--- config.mk ---
export PLATFORM = sky130hd
export DESIGN_NAME = fetch_unit
export DESIGN_NICKNAME = d
export VERILOG_FILES = /design/src/rtl/fetch_pkg.sv /design/src/rtl/fetch_jump_lut.sv /design/src/rtl/fetch_unit.sv
export SDC_FILE = /design/constraint.sdc
export NUM_CORES = 1
export LEC_CHECK = 0
export ABC_AREA = 1
export BUFFER_PORTS_ARGS = -buffer_cell sky130_fd_sc_hd__buf_4
export CAP_MARGIN = 20
export CORE_ASPECT_RATIO = 2
export CORE_MARGIN = 1.5
export CORE_UTILIZATION = 45
export CTS_CLUSTER_DIAMETER = 80
export CTS_CLUSTER_SIZE = 30
export DETAILED_ROUTE_END_ITERATION = 6
export GPL_TIMING_DRIVEN = 0
export PLACE_DENSITY = 0.75
export SYNTH_ARGS = -nofsm -noshare
export SYNTH_HDL_FRONTEND = slang
export SYNTH_HIERARCHICAL = 1
export SYNTH_SLANG_ARGS = --single-unit
--- constraint.sdc ---
create_clock -name clk -period 3.9 [get_ports clk]
set_input_delay 0.78 -clock clk [delete_from_list [all_inputs] [get_ports clk]]
set_output_delay 0.78 -clock clk [all_outputs]
set_load 0.1 [all_outputs]
--- src/rtl/fetch_pkg.sv ---
// Shared types and constants for the fetch sequencer: FSM states, cycle-counter width,
// and the default jump-target table.
package fetch_pkg;

  typedef enum logic [1:0] {
    IDLE = 2'd0,
    RUN  = 2'd1,
    HALT = 2'd2
  } fetch_state_t;

  localparam int CNT_W     = 16;
  localparam int LUT_DEPTH = 16;
  localparam int JUMP_W    = 12;

  localparam logic [JUMP_W-1:0] JUMP_LUT [LUT_DEPTH] = '{
    12'h000, 12'h080, 12'h300, 12'h123,
    12'h400, 12'h555, 12'h7FF, 12'h800,
    12'h0A0, 12'h0B0, 12'hC00, 12'hD0D,
    12'hE00, 12'hF00, 12'hFFF, 12'h010
  };

endpackage

--- src/rtl/fetch_jump_lut.sv ---
// Combinational jump-target ROM: maps a decode LUT index to an absolute D-bit PC.
// Indices beyond the package table resolve to address 0.
module fetch_jump_lut
  import fetch_pkg::*;
#(
  parameter int D     = 12,
  parameter int LUT_W = 4
) (
  input  logic [LUT_W-1:0] i_idx,
  output logic [D-1:0]     o_target
);

  always_comb begin
    o_target = '0;
    for (int i = 0; i < LUT_DEPTH; i++) begin
      if (int'(i_idx) == i) o_target = D'(JUMP_LUT[i]);
    end
  end

endmodule

--- src/rtl/fetch_unit.sv ---
// PC / fetch sequencer (IDLE/RUN/HALT): one-edge latency from controls to prog_ctr.
// Optional FETCH_CYCLE_CNT_EN adds a saturating RUN-cycle counter output.
module fetch_unit
  import fetch_pkg::*;
#(
  parameter int D     = 12,
  parameter int OFFW  = 6,
  parameter int LUT_W = 4
) (
  input  logic             clk,
  input  logic             rst_n,
  input  logic             start,
  input  logic [D-1:0]     start_addr,
  input  logic             stall,
  input  logic             halt_req,
  input  logic             branch_taken,
  input  logic [OFFW-1:0]  branch_off,
  input  logic             jump_en,
  input  logic [LUT_W-1:0] jump_idx,
  output logic [D-1:0]     prog_ctr,
  output logic             fetch_valid,
`ifdef FETCH_CYCLE_CNT_EN
  output logic [CNT_W-1:0] cycle_cnt,
`endif
  output logic             done
);

  fetch_state_t r_state;
  fetch_state_t w_state_nxt;
  logic [D-1:0] r_pc;
  logic [D-1:0] w_pc_nxt;
  logic [D-1:0] w_jump_tgt;
  logic [D-1:0] w_branch_sext;
  logic         w_start_acc;

  fetch_jump_lut #(
    .D     (D),
    .LUT_W (LUT_W)
  ) u_jump_lut (
    .i_idx    (jump_idx),
    .o_target (w_jump_tgt)
  );

  assign w_branch_sext = {{(D-OFFW){branch_off[OFFW-1]}}, branch_off};

  always_ff @(posedge clk or negedge rst_n) begin
    if (!rst_n) begin
      r_state <= IDLE;
      r_pc    <= '0;
    end else begin
      r_state <= w_state_nxt;
      r_pc    <= w_pc_nxt;
    end
  end

  // Halt and stall both freeze the PC; a stall swallows any jump/branch seen that cycle.
  always_comb begin
    w_state_nxt = r_state;
    w_pc_nxt    = r_pc;
    w_start_acc = 1'b0;
    case (r_state)
      IDLE, HALT: begin
        if (start) begin
          w_state_nxt = RUN;
          w_pc_nxt    = start_addr;
          w_start_acc = 1'b1;
        end
      end
      RUN: begin
        if (halt_req) begin
          w_state_nxt = HALT;
        end else if (!stall) begin
          if (jump_en)           w_pc_nxt = w_jump_tgt;
          else if (branch_taken) w_pc_nxt = r_pc + w_branch_sext;
          else                   w_pc_nxt = r_pc + 1'b1;
        end
      end
      default: begin
        w_state_nxt = IDLE;
      end
    endcase
  end

  assign prog_ctr    = r_pc;
  assign fetch_valid = (r_state == RUN);
  assign done        = (r_state == HALT);

`ifdef FETCH_CYCLE_CNT_EN
  logic [CNT_W-1:0] r_cycle_cnt;

  always_ff @(posedge clk or negedge rst_n) begin
    if (!rst_n) begin
      r_cycle_cnt <= '0;
    end else if (w_start_acc) begin
      r_cycle_cnt <= '0;
    end else if ((r_state == RUN) && (r_cycle_cnt != '1)) begin
      r_cycle_cnt <= r_cycle_cnt + 1'b1;
    end
  end

  assign cycle_cnt = r_cycle_cnt;
`endif

endmodule
# After elaboration in Yosys (flattened, before gate mapping)
# Cells that the tools add are included.
[word_totals]
in_bits = 29
wordCells = 54
reg_bits = 14
output_inout_bits = 14
[op_classes]
n_reduce_logical = 5
n_eq_ne = 21
muxes = 24
n_addsub = 2
[op_table]
columns = ["op", "n"]
rows = [
  ["two-way mux 12 bit", 14],
  ["two-way mux 11 bit", 3],
  ["== test 4 bit (second input constant)", 8],
  ["one-hot mux 12 bit (2 select lines)", 1],
  ["two-way mux 10 bit", 2],
  ["== test 4 x 3 -> 1 bit (second input constant)", 4],
  ["adder 12 x 1 -> 12 bit (second input constant)", 1],
  ["adder 12 bit", 1],
  ["== test 4 x 2 -> 1 bit (second input constant)", 2],
  ["two-way mux 8 bit", 1],
  ["inequality test 2 bit (second input constant)", 4],
  ["== test 4 x 1 -> 1 bit (second input constant)", 1],
  ["two-way mux 2 bit", 2],
  ["one-hot mux 2 bit (2 select lines)", 1],
  ["AND reduction 4 bit", 1],
  ["== test 2 x 1 -> 1 bit (second input constant)", 1],
  ["== test 2 bit (second input constant)", 1],
  ["logical NOT 2 bit", 1],
  ["AND reduction 2 bit", 1],
  ["nonzero test 2 bit", 1],
  ["OR reduction 2 bit", 1],
]

# Longest topological paths before layout
# Gate-level depths: netlist of the first run.
[depth]
word_depth = 20
depth_mapped = 16
ltp_nobuf = 16

# Hierarchy
# Netlist of the first run, hierarchy kept.
[by_module_without_submodules]
columns = ["mod", "area_each_um2", "instances", "cells_per_inst", "seq_area_each_um2"]
rows = [
  ["fetch_unit", 1416.4, 1, 224, 350.3],
  ["fetch_jump_lut", 264.0, 1, 51, 0.0],
]

# Worst setup path before layout of the first run
# OpenSTA, ideal clock, no wires.
[synth_timing]
kind = "reg2out"
startpoint = "register r_state[1]"
endpoint = "output port done"
arrival_time_ns = 1.701
path_slack_ns = 1.419
path_buffers = 0
path_stages_with_launch = 3
t_required_ns = 3.120
cell_sequence = "dfrtp_1 > inv_1 > nor2_1"
[synth_between]
elab_chain_len = 1
[synth_lines]
columns = ["item", "line_no", "source"]
rows = [
  ["from (decl)", "fetch_unit.sv:28", "fetch_state_t r_state;"],
  ["from (signal assigned)", "fetch_unit.sv:51", "r_state <= w_state_nxt;"],
  ["== test 2 bit", "fetch_unit.sv:86", "assign done = (r_state == HALT);"],
  ["to (decl)", "fetch_unit.sv:25", "output logic done"],
]
# Every way passes these cells.

# Final worst setup path of the first run
[layout_timing]
startpoint = "input port branch_taken"
endpoint = "register r_pc[10], in the netlist prog_ctr[10]"
[layout_between]
elab_chain_len = 5
[layout_lines]
columns = ["item", "line_no", "source"]
rows = [
  ["from (decl)", "fetch_unit.sv:16", "input logic branch_taken,"],
  ["two-way mux 12 bit", "fetch_unit.sv:74", "else if (branch_taken) w_pc_nxt = r_pc + w_branch_sext;"],
  ["two-way mux 12 bit", "fetch_unit.sv:73", "if (jump_en) w_pc_nxt = w_jump_tgt;"],
  ["two-way mux 12 bit", "fetch_unit.sv:72", "end else if (!stall) begin"],
  ["two-way mux 12 bit", "fetch_unit.sv:70", "if (halt_req) begin"],
  ["one-hot mux 12 bit (2 select lines)", "fetch_unit.sv:61", "case (r_state)"],
  ["to (signal assigned)", "fetch_unit.sv:52", "r_pc <= w_pc_nxt;"],
  ["to (decl)", "fetch_unit.sv:30", "logic [D-1:0] r_pc;"],
]
# Every way passes these cells. The select of a mux whose other input is x is not followed.
# A chain may end at the register's enable or synchronous reset.

==> key figures, run 1 <==
Floorplan
  – Vert. Die Dim: 89.4 microns
  – Initial standard-cell utilization of the core: 0.466
  – Die width: 46.2 microns
  – Row Count: 31
  – Placeable Area: 3610 sq um
  – Die area: 4130 sq um
  – Total I/O pin count: 43

Placement
  – Total half-perimeter wirelength after legalization and detailed placement: 3820 microns
  – Worst slack at placement: 1.11 ns
  – Final Wtd Congestion: 0.891
  – DP Cell Count: 363
  – IO buf count: 39

Yosys
  – Proportion of synthesized chip area in sequential cells: 0.208
  – Syn Std Cell Area: 1680 sq um
  – Synth cell count leaders: sky130_fd_sc_hd__nand2_1 (60), sky130_fd_sc_hd__nor2_1 (37), sky130_fd_sc_hd__inv_1 (29)
  – Number of instances in the synthesized netlist: 275
  – Most frequent cell after synthesis: sky130_fd_sc_hd__nand2_1
  – Flip-flop cell with the highest count after synthesis: sky130_fd_sc_hd__dfrtp_1
  – Largest area contributor in the netlist: sky130_fd_sc_hd__dfrtp_1
  – Number of distinct library cells after synthesis: 37
  – Mean instance size in the synthesized netlist: 6.11 sq um
  – Warning count from the yosys run: 6
  – Synthesized netlist net count: 310
  – Number of enable-type register cells in the synthesized netlist: 0
  – Count of state elements after synthesis: 14
  – Fraction of synthesized cell area taken by the top area cell type: 0.208
  – Main area contributors after synthesis: sky130_fd_sc_hd__dfrtp_1 (21%), sky130_fd_sc_hd__nand2_1 (13%), sky130_fd_sc_hd__nor2_1 (8.3%)
  – Async set-or-reset flop fraction in the synthesized netlist: 1.00

Global route
  – Global-route usage over all layers: 0.247
  – Vias in the first global route: 1791
  – Maximum number of pins on one net before global-route repair: 15
  – Antenna violations before repair: 0
  – Remaining Overflow, GRT: 0
  – First-pass GRT wire length: 7610 microns

Timing
  – Number of max-slew violations in the final report: 0
  – Worst Max-Slew Pin Slew: 0.450 ns
  – Peak clock frequency supported by timing: 396 MHz
  – Final setup violation count: 0
  – Max-Slew Margin vs Limit: 0.700
  – Final Hold Fails: 0
  – Setup slack of the critical path after layout: 1.37 ns
  – Setup repair after global routing missed its margin: false
  – Final period util: 0.648
  – Smallest hold slack: 0.370 ns
  – Final worst clock skew: 0.00352 ns
  – Post-layout min period: 2.53 ns
  – Final-layout setup total negative slack: 0 ns

Final layout
  – Layout overhead on the synthesized area: 24.3%
  – Number of nets in the final layout: 354
  – Fraction of final layout cells sized beyond drive strength 1: 0.252
  – Antenna fix cells: 0
  – Fin util: 0.579
  – Final cell count without fillers: 367

Clock network
  – Clock Path Buffers: 2
  – Cts hold-fix bufs: 0
  – Buffer count from post-CTS setup fixing: 0
  – Clock slew seen by the registers of the worst setup and hold paths: 0.06 ns
  – Number of buffers created by CTS: 3
  – Clock insertion delay at the later pin of the skew report: 0.24 ns
  – CTS tree: yes
  – # H-tree levels: 1
  – Resize count post-CTS: 0
  – Buffer type at the clock tree root: sky130_fd_sc_hd__clkbuf_8
  – Clock sink count: 14

Run status
  – Status: finished clean

Critical path
  – Critical path fanouts, max: 10
  – R2R setup slack: 1.88 ns
  – Class of the most critical setup path: in -> reg
  – Kind of start point of the critical path: input port
  – Critical path arrival: 2.70 ns
  – Cell seen most often among critical-path stages: sky130_fd_sc_hd__nand2_1
  – Maximum cell stage delay along the critical path: 0.40 ns
  – CP max stage cell: sky130_fd_sc_hd__fa_1
  – Worst path cell trace: buf_4, buf_4, nand2_1, ha_1, inv_1, fa_1, inv_1, nand3_1, nand2_1, nand2_1, nand2_1, nand4_1, nand2_1, nand2_1, nand3_1, nand2_1, a21oi_1
  – Category of the worst setup path capture point: flip-flop
  – Critical Path RT: 4.07 ns

Power
  – Cell Pwr Density: 795 nW/um^2
  – Largest vdd supply drop: 380 uV
  – Leakage power of the design: 1.13 nW

Routing
  – First-iteration detailed-routing DRC count: 35
  – Average detailed-routed wire length per instance: 12.2 microns
  – Routed Wire Length: 4490 microns
  – Post-route ant nets: 0
  – 1st-pass router iterations: 4
  – # DRC: 0
  – Vias: 1918
  – Via density per instance: 5.23

Hold path
  – HP Class: in -> async

Flow run
  – Maximum Capacitance Violations: 0
[cells by family (layout without fill, tap and decap cells)]
logic type,after synthesis,after routing,synth area share
simple gates,144,144,0.389
compound gates,55,55,0.189
buf+inv,51,94,0.138
flops,14,14,0.208
fa+ha+maj,6,6,0.0491
xor+xnor,5,5,0.0261
[worst max-delay path, delay by kind of cell]
kind | cells | cell delay (ns)
adder cells (fa/ha/maj) | 2 | 0.55
AND/OR/NAND/NOR | 10 | 0.83
AO/OA/AOI/OAI | 1 | 0.11
buffers and inverters | 4 | 0.42
[layout make-up]
cell class	count	area, sq um
Fill cell	397	1520
Multi-Input combinational cell	210	1100
Sequential cell	14	350
Timing Repair Buffer	39	293
Inverter	40	154
Buffer	11	77.6
Tap cell	49	61.3
Clock buffer	4	55.1
[flip-flops by register name (all words and copies together) (netlist names)]
name	cells
prog_ctr	12
r_state	2
[report_power, final]
group	total [mW]	switching (mW)	internal (mW)
sequential	0.289	0.0763	0.213
clock	0.141	0.0516	0.0894
combinational	1.23	0.911	0.321
total	1.66	1.04	0.623
[worst paths after layout]
check / startpoint / endpoint / cells past startpoint
worst max-delay path: branch_taken / prog_ctr[10]$_DFFE_PN0P_ / 17
worst min-delay path: rst_n / prog_ctr[0]$_DFFE_PN0P_ / 1
worst max register to register: prog_ctr[0]$_DFFE_PN0P_ / prog_ctr[10]$_DFFE_PN0P_ / 14
worst min register to register: r_state[0]$_DFFE_PN0P_ / r_state[0]$_DFFE_PN0P_ / 1
max in group asynchronous: rst_n / prog_ctr[9]$_DFFE_PN0P_ / 1
min in group clk: r_state[0]$_DFFE_PN0P_ / r_state[0]$_DFFE_PN0P_ / 1
[through the flow]
| step | instance area, sq um | power [mW] |
|---|---|---|
| finish | 2090 | 1.66 |
| CTS | 2090 | 1.67 |
| global route | 2090 | 1.78 |
| detailed placement | 2030 | 1.52 |
| global placement | 2030 | 1.51 |
| floorplan | 1680 | 1.26 |
[metal layers]
metal	wire, microns	global-route usage	vias to the layer above
li1	-	-	979
met1	1620	0.269	869
met2	2550	0.463	56
met3	154	0.00808	14
met4	161	0.109	0
met5	0	0	-
[placed cells by master (no fill, tap or decap), drive strengths merged, types with 3 or more instances in the layout]
cell    count
a21oi      25
nand3      24
nand4       4
ha          5
xor2        5
clkinv      3
nand2      71
buf        47
o22ai       3
dfrtp      14
clkbuf      7
o21ai      17
nor2       41
inv        37
(Power assumes the default switching activity.)
==> run 2, diff against run 1 <==
- PLACE_DENSITY: 0.75 -> 0.77
- clock period: 3.9 -> 2.3 ns (I/O delays scaled with it)
==> run 2 against run 1 <==
Worst setup slack got worse by 1.2 ns. Count of clock-buffer cells in the layout unchanged. First-iteration DRC count increased by 23%. Cell area decreased by 0.12%.
==> key figures, run 2 (synthesized netlist as in run 1, its figures left out) <==
Run status
  – Status: finished clean

Clock network
  – Buffer count from post-CTS setup fixing: 0 (unchanged)
  – Buffer type at the clock tree root: sky130_fd_sc_hd__clkbuf_8
  – Clock slew seen by the registers of the worst setup and hold paths: 0.06 ns (about the same)
  – Number of buffers created by CTS: 3 (unchanged)
  – # H-tree levels: 1 (unchanged)
  – Clock insertion delay at the later pin of the skew report: 0.24 ns (about the same)
  – Cts hold-fix bufs: 0 (unchanged)
  – CTS tree: yes
  – Clock sink count: 14 (unchanged)
  – Clock Path Buffers: 2 (unchanged)

Routing
  – First-iteration detailed-routing DRC count: 43 (+23%)
  – Routed Wire Length: 4480 microns (-0.33%)
  – Average detailed-routed wire length per instance: 12.2 microns (-0.33%)
  – # DRC: 0 (unchanged)
  – Vias: 1866 (-2.7%)
  – 1st-pass router iterations: 4 (unchanged)
  – Post-route ant nets: 0 (unchanged)
  – Via density per instance: 5.08 (-2.7%)

Final layout
  – Commonest non-fill, non-tap cells in the layout: sky130_fd_sc_hd__nand2_1 (59), sky130_fd_sc_hd__buf_4 (42), sky130_fd_sc_hd__nor2_1 (37), sky130_fd_sc_hd__inv_1 (29)
  – Fin util: 0.579 (-0.000694)
  – Fraction of final layout cells sized beyond drive strength 1: 0.261 (+0.00943)
  – Number of fillers in the final layout: 378 (-4.8%)
  – Number of nets in the final layout: 354 (unchanged)
  – Max FFs per register: 12 (unchanged)
  – Final cell count without fillers: 367 (unchanged)
  – Antenna fix cells: 0 (unchanged)
  – Most common library cell in the layout ignoring fill and taps: sky130_fd_sc_hd__nand2_1
  – Flip-flop and latch area: 353 sq um (+0.71%)
  – Layout overhead on the synthesized area: 24.2%
  – Final design instance area without fill: 2090 sq um (-0.12%)
  – Area of combinational cells with multiple inputs: 1100 sq um (+0.46%)

Timing
  – Peak clock frequency supported by timing: 469 MHz
  – Final worst clock skew: 0.00598 ns (+0.00246 ns)
  – Post-layout min period: 2.13 ns
  – Final setup violation count: 0 (unchanged)
  – Final period util: 0.928
  – Worst Max-Slew Pin Slew: 0.516 ns (+0.0660 ns)
  – Number of max-slew violations in the final report: 0 (unchanged)
  – Final Hold Fails: 0 (unchanged)
  – Max-Slew Margin vs Limit: 0.656 (-0.0440)
  – Setup repair after global routing missed its margin: false

Critical path
  – CP max stage cell: sky130_fd_sc_hd__fa_2
  – Buffers and inverters on the worst path: 4 (unchanged)
  – Capture instance of the worst register-to-register path: prog_ctr[10]$_DFFE_PN0P_
  – Cell seen most often among critical-path stages: sky130_fd_sc_hd__nand2_1
  – Critical Path RT: 2.47 ns (-1.60 ns)
  – Category of the worst setup path capture point: flip-flop
  – Critical path fanouts, max: 10 (unchanged)
  – R2R setup slack: 0.37 ns (-1.51 ns)
  – Maximum cell stage delay along the critical path: 0.34 ns (-0.06 ns)
  – Beginning of the worst register-to-register path: prog_ctr[0]$_DFFE_PN0P_
  – Worst path cell trace: buf_4, buf_4, nand2_1, ha_1, inv_1, fa_2, inv_1, nand3_1, nand2_2, nand2_1, nand2_1, nand4_1, nand2_1, nand2_1, nand3_1, nand2_1, a21oi_1
  – Depth of the most critical reg-to-reg path: 14 (unchanged)
  – Kind of start point of the critical path: input port
  – Critical path arrival: 2.30 ns (-0.40 ns)
  – Kind of cell adding the most delay to the critical path: simple AND/OR/NAND/NOR gates
  – Class of the most critical setup path: in -> reg
  – Stages on worst setup path: 17 (unchanged)
  – Worst setup path startpoint: branch_taken
  – Critical path destination: prog_ctr[10]$_DFFE_PN0P_

Placement
  – Dpl cell area: 2040 sq um (+0.12%)
  – Final Wtd Congestion: 0.914 (+2.6%)
  – Total half-perimeter wirelength after legalization and detailed placement: 3720 microns (-2.7%)
  – IO buf count: 39 (unchanged)
  – DP Cell Count: 363 (unchanged)

Floorplan
  – Vert. Die Dim: 89.4 microns (unchanged)
  – Initial standard-cell utilization of the core: 0.466 (unchanged)
  – Die area: 4130 sq um (unchanged)
  – Row Count: 31 (unchanged)
  – Total I/O pin count: 43 (unchanged)
  – Placeable Area: 3610 sq um (unchanged)
  – Die width: 46.2 microns (unchanged)

Global route
  – Remaining Overflow, GRT: 0 (unchanged)
  – Global-route usage over all layers: 0.234 (-0.0128)
  – Antenna violations before repair: 0 (unchanged)
  – Maximum number of pins on one net before global-route repair: 15 (unchanged)
  – First-pass GRT wire length: 7240 microns (-4.9%)
  – Vias in the first global route: 1718 (-4.1%)

Power
  – Cell Pwr Density: 1340 nW/um^2 (+69%)
  – Largest vdd supply drop: 754 uV (+98%)
  – Leakage power of the design: 1.12 nW (-0.76%)

Flow run
  – Maximum Capacitance Violations: 0 (unchanged)

Hold path
  – HP Class: in -> async
run 2: worst min-delay path by stage:
stage / endpoint / slack (ns) / cells after the start
global route: prog_ctr[1]$_DFFE_PN0P_ / 0.07 / 1
global placement: r_state[1]$_DFFE_PN0P_ / 0.32 / 1
detailed placement: r_state[1]$_DFFE_PN0P_ / 0.32 / 1
floorplan: prog_ctr[0]$_DFFE_PN0P_ / 0.16 / 0
finish: prog_ctr[1]$_DFFE_PN0P_ / 0.05 / 1
CTS: prog_ctr[1]$_DFFE_PN0P_ / 0.06 / 1
run 2: cell type report:
| class | count | share of cell area |
|---|---|---|
| Timing Repair Buffer | 39 | 0.140 |
| Clock buffer | 4 | 0.0216 |
| Buffer | 11 | 0.0372 |
| Sequential cell | 14 | 0.169 |
| Multi-Input combinational cell | 210 | 0.529 |
| Tap cell | 49 | 0.0294 |
| Inverter | 40 | 0.0737 |
run 2: routing by layer:
layer	track usage	wire, microns
met5	0	0
met4	0.125	184
met3	0.00606	110
met2	0.436	2490
met1	0.249	1690
run 2: through the flow:
stage	total power, mW	TNS (ns)	setup slack (ns)	hold slack (ns)
3_3_place_gp	2.57	-0.212	-0.118	0.318
5_1_grt	2.99	0	0.00553	0.0654
6_report	2.80	0	0.166	0.0531
2_1_floorplan	2.13	0	0.122	0.164
3_5_place_dp	2.58	-0.295	-0.156	0.320
4_1_cts	2.80	0	0.0984	0.0567
run 2: repair_timing:
action	in CTS	in global routing
setup endpoints to repair	0	2
gates resized for setup	0	2
endpoints found under the hold margin	0	0
run 2: power breakdown:
part,internal [mW],switching (mW)
clock,0.122,0.0832
sequential,0.364,0.130
combinational,0.551,1.55
==> run 3, diff against run 2 <==
- PLACE_DENSITY: 0.77 -> 0.78
- SYNTH_HIERARCHICAL: 1 -> not set
==> run 3 against run 2 <==
Area after synthesis down 2.7%. Maximum frequency up 7.3%. Clock power up 19%. Cell count up 1.1%. Critical path depth down 13. Power up 0.48%. Sequential cell count unchanged. First-iteration DRC count up 30%. Die area down 2.6%. Combinational power about the same. Global-route usage up 1.4 points. Worst setup slack better by 0.14 ns.
==> key figures, run 3 <==
Final layout
  – Fin util: 0.601 (+0.0222)
  – Antenna fix cells: 0 (unchanged)
  – Fraction of final layout cells sized beyond drive strength 1: 0.173 (-0.0876)
  – Layout overhead on the synthesized area: 25.5%
  – Commonest non-fill, non-tap cells in the layout: sky130_fd_sc_hd__nand2_1 (97), sky130_fd_sc_hd__inv_1 (40), sky130_fd_sc_hd__buf_4 (40), sky130_fd_sc_hd__nor2_1 (33), sky130_fd_sc_hd__nand3_1 (23)
  – Number of nets in the final layout: 365 (+3.1%)
  – Most common library cell in the layout ignoring fill and taps: sky130_fd_sc_hd__nand2_1
  – Number of fillers in the final layout: 363 (-4.0%)
  – Max FFs per register: 12 (unchanged)

Yosys
  – Synth cell count leaders: sky130_fd_sc_hd__nand2_1 (97), sky130_fd_sc_hd__inv_1 (40), sky130_fd_sc_hd__nor2_1 (33)
  – Warning count from the yosys run: 0 (-6)
  – Number of distinct library cells after synthesis: 27 (-27%)
  – Fraction of synthesized cell area taken by the top area cell type: 0.223 (+0.0142)
  – Most frequent cell after synthesis: sky130_fd_sc_hd__nand2_1
  – Proportion of synthesized chip area in sequential cells: 0.214 (+0.00574)
  – Number of enable-type register cells in the synthesized netlist: 0 (unchanged)
  – Number of instances in the synthesized netlist: 279 (+1.5%)
  – Count of state elements after synthesis: 14 (unchanged)
  – Syn Std Cell Area: 1640 sq um (-2.7%)
  – Mean instance size in the synthesized netlist: 5.86 sq um (-4.1%)
  – Main area contributors after synthesis: sky130_fd_sc_hd__nand2_1 (22%), sky130_fd_sc_hd__dfrtp_1 (21%), sky130_fd_sc_hd__inv_1 (9.2%)
  – Flip-flop cell with the highest count after synthesis: sky130_fd_sc_hd__dfrtp_1
  – Async set-or-reset flop fraction in the synthesized netlist: 1.00 (unchanged)
  – Largest area contributor in the netlist: sky130_fd_sc_hd__nand2_1
  – Synthesized netlist net count: 320 (+3.2%)

Clock network
  – # H-tree levels: 1 (unchanged)
  – Clock insertion delay at the later pin of the skew report: 0.25 ns (about the same)
  – Buffer count from post-CTS setup fixing: 0 (unchanged)
  – Buffer type at the clock tree root: sky130_fd_sc_hd__clkbuf_8
  – Clock slew seen by the registers of the worst setup and hold paths: 0.06 ns (about the same)
  – Resize count post-CTS: 0 (unchanged)
  – CTS tree: yes
  – Clock sink count: 14 (unchanged)
  – Cts hold-fix bufs: 0 (unchanged)
  – Number of buffers created by CTS: 3 (unchanged)
  – Clock Path Buffers: 2 (unchanged)

Floorplan
  – Initial standard-cell utilization of the core: 0.479 (+0.0129)
  – Die width: 45.6 microns (-1.3%)
  – Vert. Die Dim: 88.3 microns (-1.3%)
  – Row Count: 30 (-3.2%)
  – Die area: 4030 sq um (-2.6%)
  – Total I/O pin count: 43 (unchanged)
  – Placeable Area: 3420 sq um (-5.3%)

Critical path
  – Class of the most critical setup path: reg -> out
  – Worst path cell trace: nand2_2, clkinv_1, buf_2, buf_4
  – Buffers and inverters on the worst path: 3 (-1)
  – Category of the worst setup path capture point: output pin
  – CP max stage cell: sky130_fd_sc_hd__dfrtp_1
  – Critical path fanouts, max: 10 (unchanged)
  – Critical Path RT: 1.84 ns (-0.63 ns)
  – Kind of cell adding the most delay to the critical path: buffers and inverters
  – Kind of start point of the critical path: flip-flop
  – Critical path arrival: 1.53 ns (-0.77 ns)
  – Maximum cell stage delay along the critical path: 0.41 ns (+0.07 ns)

Timing
  – Final Hold Fails: 0 (unchanged)
  – Number of max-slew violations in the final report: 0 (unchanged)
  – Final worst clock skew: 0.00531 ns (-0.000671 ns)
  – Worst Max-Slew Pin Slew: 0.358 ns (-0.158 ns)
  – Final setup violation count: 0 (unchanged)
  – Post-layout min period: 1.99 ns (-0.145 ns)
  – Final period util: 0.865 (-0.0630)
  – Final-layout setup total negative slack: 0 ns (unchanged)
  – Setup repair after global routing missed its margin: false
  – Max-Slew Margin vs Limit: 0.759 (+0.103)
  – Peak clock frequency supported by timing: 503 MHz (+7.3%)

Power
  – Leakage power of the design: 1.19 nW (+6.2%)
  – PnR Total Power: 2.82 mW (+0.48%)
  – Cell Pwr Density: 1370 nW/um^2 (+2.2%)
  – Largest vdd supply drop: 853 uV (+13%)

Hold path
  – HP Class: in -> async

Routing
  – Vias: 1904 (+2.0%)
  – First-iteration detailed-routing DRC count: 56 (+30%)
  – # DRC: 0 (unchanged)
  – Routed Wire Length: 4510 microns (+0.67%)
  – 1st-pass router iterations: 4 (unchanged)
  – Post-route ant nets: 0 (unchanged)
  – Average detailed-routed wire length per instance: 12.1 microns (-0.42%)
  – Via density per instance: 5.13 (+0.94%)

Global route
  – Antenna violations before repair: 0 (unchanged)
  – First-pass GRT wire length: 7470 microns (+3.1%)
  – Maximum number of pins on one net before global-route repair: 15 (unchanged)
  – Global-route usage over all layers: 0.248 (+0.0142)
  – Vias in the first global route: 1761 (+2.5%)
  – Remaining Overflow, GRT: 0 (unchanged)

Placement
  – Total half-perimeter wirelength after legalization and detailed placement: 3740 microns (+0.48%)
  – IO buf count: 40 (+2.6%)
  – Final Wtd Congestion: 0.927 (+1.4%)

Flow run
  – Maximum Capacitance Violations: 0 (unchanged)

Run status
  – Status: finished clean
-- run 3: logic make-up after synthesis --
group,synth area share
simple gates,0.422
buf+inv,0.122
compound gates,0.134
flops,0.214
fa+ha+maj,0.0964
xor+xnor,0.0107
-- run 3: layout make-up --
type,instances,area (sq um),share of cell area
inverter,42,158,0.0768
buffer,6,42.5,0.0207
timing repair buffer,40,300,0.146
clock buffer,4,55.1,0.0268
multi-input combinational,217,1080,0.529
sequential,14,352,0.171
tap,48,60.1,0.0293
-- run 3: final timing paths --
kind / start / endpoint / slack, ns / cells past startpoint
worst max-delay path: r_state[0]$_DFFE_PN0P_ / fetch_valid / 0.31 / 4
worst min-delay path: rst_n / prog_ctr[0]$_DFFE_PN0P_ / 0.05 / 1
worst max register to register: prog_ctr[0]$_DFFE_PN0P_ / prog_ctr[8]$_DFFE_PN0P_ / 0.41 / 13
worst min register to register: prog_ctr[10]$_DFFE_PN0P_ / prog_ctr[10]$_DFFE_PN0P_ / 0.52 / 2
max in group asynchronous: rst_n / prog_ctr[0]$_DFFE_PN0P_ / 2.07 / 1
min in group clk: halt_req / r_state[0]$_DFFE_PN0P_ / 0.44 / 2
-- run 3: per-layer routing --
layer | global-route usage | part of all wire | wire length [microns] | vias up
met5 | 0 | 0 | 0 | -
met4 | 0.118 | 0.032 | 142 | 0
met3 | 0.0102 | 0.021 | 93 | 15
met2 | 0.453 | 0.57 | 2550 | 51
met1 | 0.278 | 0.38 | 1720 | 853
li1 | - | - | - | 985
-- run 3: power breakdown --
group	switching, mW	internal (mW)
logic	1.55	0.551
registers	0.105	0.361
clock network	0.0944	0.152
-- run 3: metrics by stage --
stage	instances	setup slack (ns)	instance area, sq um	hold slack [ns]
6_report	371	0.311	2050	0.0460
5_1_grt	371	0.139	2050	0.0660
4_1_cts	371	0.306	2050	0.0575
3_5_place_dp	367	0.112	2000	0.322
3_3_place_gp	367	0.136	2000	0.320
2_1_floorplan	279	0.00533	1640	0.164
